--- src/rtl/fir_stream_ctrl.sv ---
// fir_stream_ctrl: streaming sequencer around the combinational 6-tap fir datapath.
// Accepts samples on a valid/ready input, keeps the tap delay line, waits one
// cycle for the datapath to settle, rescales the Q12 sum and presents it on a
// valid/ready output.
// Optional build macro FIR_PRIME_EN: suppress outputs until the delay line is full.
module fir_stream_ctrl #(
  parameter int DATA_W = 32,
  parameter int NTAPS  = 6,   // must match the datapath tap count (six tap ports)
  parameter int QSHIFT = 12
) (
  input  logic              clk,
  input  logic              rst_n,
  input  logic              s_valid,
  output logic              s_ready,
  input  logic [DATA_W-1:0] s_data,
  input  logic              flush,
  output logic [DATA_W-1:0] tap_0,
  output logic [DATA_W-1:0] tap_1,
  output logic [DATA_W-1:0] tap_2,
  output logic [DATA_W-1:0] tap_3,
  output logic [DATA_W-1:0] tap_4,
  output logic [DATA_W-1:0] tap_5,
  input  logic [DATA_W-1:0] fir_result,
  output logic              m_valid,
  input  logic              m_ready,
  output logic [DATA_W-1:0] m_data
);

  localparam int CNT_W = $clog2(NTAPS + 1);

  typedef enum logic [1:0] {
    IDLE = 2'd0,
    EVAL = 2'd1,
    HOLD = 2'd2
  } state_t;

  state_t state;
  state_t state_next;

  logic [DATA_W-1:0] taps [NTAPS];
  logic [CNT_W-1:0]  fill_cnt;
  logic              accept;
  logic              flush_now;
  logic              capture;
  logic [DATA_W-1:0] result_scaled;

  // Handshake and flush qualifiers; flush only acts while waiting for a sample.
  assign flush_now = (state == IDLE) && flush;
  assign accept    = s_valid && s_ready;

  // Arithmetic shift keeps the sign and rounds toward minus infinity.
  assign result_scaled = DATA_W'($signed(fir_result) >>> QSHIFT);

`ifdef FIR_PRIME_EN
  // fill_cnt already includes the sample taken on entry to EVAL.
  assign capture = (fill_cnt == CNT_W'(NTAPS));
`else
  assign capture = 1'b1;
`endif

  // State register.
  always_ff @(posedge clk or negedge rst_n) begin
    if (!rst_n) begin
      state <= IDLE;
    end else begin
      state <= state_next;
    end
  end

  // Next-state logic: IDLE -> EVAL on accept, EVAL -> HOLD (or IDLE while priming),
  // HOLD -> IDLE once downstream takes the result.
  always_comb begin
    state_next = state;
    case (state)
      IDLE: if (accept) state_next = EVAL;
      EVAL: state_next = capture ? HOLD : IDLE;
      HOLD: if (m_ready) state_next = IDLE;
      default: state_next = IDLE;
    endcase
  end

  // State-decoded outputs: input side is open only in IDLE without a flush.
  always_comb begin
    s_ready = 1'b0;
    if ((state == IDLE) && !flush) begin
      s_ready = 1'b1;
    end
  end

  // Delay line: cleared by flush, shifted by one on each accepted sample.
  always_ff @(posedge clk or negedge rst_n) begin
    if (!rst_n) begin
      for (int i = 0; i < NTAPS; i++) begin
        taps[i] <= '0;
      end
    end else if (flush_now) begin
      for (int i = 0; i < NTAPS; i++) begin
        taps[i] <= '0;
      end
    end else if (accept) begin
      taps[0] <= s_data;
      for (int i = 1; i < NTAPS; i++) begin
        taps[i] <= taps[i-1];
      end
    end
  end

  // Fill count of valid history samples, saturating at the tap count.
  always_ff @(posedge clk or negedge rst_n) begin
    if (!rst_n) begin
      fill_cnt <= '0;
    end else if (flush_now) begin
      fill_cnt <= '0;
    end else if (accept && (fill_cnt != CNT_W'(NTAPS))) begin
      fill_cnt <= fill_cnt + 1'b1;
    end
  end

  // Output register: capture the settled datapath result in EVAL, hold until taken.
  always_ff @(posedge clk or negedge rst_n) begin
    if (!rst_n) begin
      m_valid <= 1'b0;
      m_data  <= '0;
    end else if ((state == EVAL) && capture) begin
      m_valid <= 1'b1;
      m_data  <= result_scaled;
    end else if ((state == HOLD) && m_ready) begin
      m_valid <= 1'b0;
    end
  end

  assign tap_0 = taps[0];
  assign tap_1 = taps[1];
  assign tap_2 = taps[2];
  assign tap_3 = taps[3];
  assign tap_4 = taps[4];
  assign tap_5 = taps[5];

endmodule

--- config.mk ---
export PLATFORM = sky130hd
export DESIGN_NAME = fir_stream_ctrl
export DESIGN_NICKNAME = d
export VERILOG_FILES = /design/src/rtl/fir_stream_ctrl.sv
export SDC_FILE = /design/constraint.sdc
export NUM_CORES = 1
export LEC_CHECK = 0
export BUFFER_PORTS_ARGS = -buffer_cell sky130_fd_sc_hd__buf_2
export CAP_MARGIN = 20
export CORE_UTILIZATION = 40
export CTS_CLUSTER_DIAMETER = 120
export DETAILED_ROUTE_END_ITERATION = 8
export HOLD_SLACK_MARGIN = 0.02
export PLACE_DENSITY = 0.7
export SLEW_MARGIN = 20
export SYNTH_ARGS = -nofsm -noshare
export SYNTH_HDL_FRONTEND = slang
export SYNTH_SLANG_ARGS = --single-unit
--- constraint.sdc ---
create_clock -name clk -period 1.5 [get_ports clk]
set_clock_uncertainty 0.05 [all_clocks]
set_input_delay 0.15 -clock clk [delete_from_list [all_inputs] [get_ports clk]]
set_output_delay 0.15 -clock clk [all_outputs]
set_load 0.01 [all_outputs]
==> results.txt <==
Hold WS = 61.97 ps
Worst path arrival time = 1990 ps
Synthesized area = 0.007694 mm^2
Final WL = 20220 um
CTS tree = built
TritonCTS Buffers = 23
Vias in the first global route = 5536
Setup violators final = 194
Status = complete, but fails checks
First-pass GRT wire length = 30250 um
Placer Congestion = 0.7345
Dpl cell area = 0.009437 mm^2
Multi-input gate area = 0.001994 mm^2
Layout cells sized above 1 = 44.88%
Post-Syn Instances = 494
# rows = 50
Max Cap Viol = 0
Power per standard cell area = 1303 mW/mm^2
DRC marker count from the first detailed-route iteration = 270
DRC violations left = 0
Nets@finish = 913
Pleak = 6.009 nW
Seq. cell area = 0.005381 mm^2
CP Capture Type = flip-flop
Via/cell ratio = 5.356
CTS Sinks = 215
Top post-synthesis cells by area = dfrtp_1 70%, a22o_1 22%, mux2_2 2.9%, buf_4 2.8%, buf_2 1.1%
Fin util = 59.23%
Die X-Extent = 140.7 um
Fillcell total = 1425
Congestion Overflow GR = 0
Yosys warnings = 0
VDD IR max = 0.7641 mV
Synth top area share = 69.93%
Final setup margin = -112.7 ps
Most common cell after layout, fill and taps aside = buf_2
Register area share after synthesis = 69.93%
# diodes = 0
Worst setup SP type = flip-flop
Core area = 0.01877 mm^2
Non-Filler Instances = 1094
Critical path class = reg -> reg
Die height = 140.7 um
Total GRT Usage = 18.94%
Cell taking the most area after synthesis = dfrtp_1
ANT nets after route = 0
Worst-Skew Late Latency = 500 ps
Final-report max-slew violation count = 0
Final setup TNS = -12670 ps
Crit Path Max Fanout = 5
Post-synthesis register bit count = 215
CTS Buffer Depth = 3
Vias = 5859
Largest net degree at the start of global routing = 98
Post-DR wirelength/cell = 18.48 um
Slew headroom = 69.70%
Post-route cell area = 0.01112 mm^2
Initial antenna violation count = 0
Ports = 295
RSZ-0062 raised after global routing = yes
Fin crit share = 107.5%
Clk pin slew, worst setup/hold paths = 60 ps
Initial core utilization = 40.99%
Syn_nets = 563
Synthesis-to-finish area growth = 44.48%
Port bufs = 282
Max frequency = 620.1 MHz
TritonRoute pass-1 iters = 4
Distinct cells, synth = 17
DPL Wire Length = 12090 um
Final hold violation count = 0
Required time worst endpoint = 1880 ps
Failing checks = setup timing
CTS Root Cell = clkbuf_16
Crit path time final = 1613 ps
Mapped Avg Cell Area = 15.57 um^2
Cells after DPL = 979
Actual slew at the worst max-slew pin = 454.5 ps
Depth of the CTS H-tree = 1
Die ar. = 0.01979 mm^2
HP Class = in -> async
Commonest non-fill, non-tap cells in the layout = 281 x buf_2, 214 x dfrtp_1, 192 x a22o_1
## report_power, final
group	internal (mW)	switching [mW]	leakage, nW
Clock	3.30	2.17	0.361
Sequential	6.24	0.336	2.93
Combinational	1.16	1.28	2.72
## synthesized netlist by cell type (all sizes together)
library cell,n
nor2,1
buf,51
nand2,1
or2,1
clkbuf,5
dfrtp,215
nor3b,1
o21ai,1
a21oi,2
nor3,1
mux2,20
nor4b,1
nor2b,1
a22o,192
inv,1
## registers in the layout, indices dropped and copies added, names as in the netlist
name     count
tap_4       32
tap_3       32
tap_0       32
m_data      20
tap_5       32
m_valid      1
state        2
tap_1       32
tap_2       32
## layout make-up
| class | instances | share of cell area, % |
|---|---|---|
| flip-flops and latches | 215 | 48.41 |
| clock buffers | 36 | 6.157 |
| clock inverters | 5 | 0.5065 |
| inverters | 1 | 0.03377 |
| repair buffers | 381 | 24.31 |
| multi-input cells | 222 | 17.94 |
| well taps | 234 | 2.634 |
## logic make-up after synthesis
logic type	count (synthesis)	synth area share, %
AO/OA/AOI/OAI	195	22.05
multiplexers	20	2.927
AND/OR/NAND/NOR	7	0.6179
buffers and inverters	57	4.472
flip-flops	215	69.93
## metal layers
metal / share of wire, % / vias to the layer above / wire [um] / track usage (%)
met1: 44 / 3018 / 8877 / 26.60
met3: 4.4 / 35 / 885 / 2.717
met4: 2.7 / 0 / 552 / 6.522
met5: 0 / - / 0 / 0
li1: - / 2598 / - / -
met2: 49 / 208 / 9900 / 30.27
## through the flow
step           worst slack (ps)  power, mW
2_1_floorplan             100.6      7.886
3_3_place_gp              27.37      8.741
3_5_place_dp              12.30      8.798
4_1_cts                  -56.79      14.42
5_1_grt                  -177.6      15.10
6_report                 -112.7      14.49
## critical path, cell delays in order, from the launching register on
cell	delay [ps]
dfrtp_1	400
buf_6	140
nor4b_4	330
buf_6	180
clkbuf_16	170
clkbuf_16	140
a22o_1	140
## repair_timing
item	CTS	global route
setup buffers	3	3
endpoints found under the setup margin	7	218
hold endpoints to repair	268	0
hold buffers	54	0
resized for setup	5	19
gates cloned	1	13
pin swaps	61	40
## worst paths after layout
check / startpoint / to / slack, ps / depth (start not counted)
setup / recovery: state[1] / tap_5[18] / -110 / 6
hold / removal: rst_n / tap_4[3] / 60 / 2
setup reg to reg: state[1] / tap_5[18] / -110 / 6
hold reg to reg: tap_5[27] / tap_5[27] / 440 / 1
max in group asynchronous: rst_n / m_data[19] / 790 / 3
min in group clk: s_valid / tap_3[28] / 260 / 4
(Power assumes the default switching activity.)
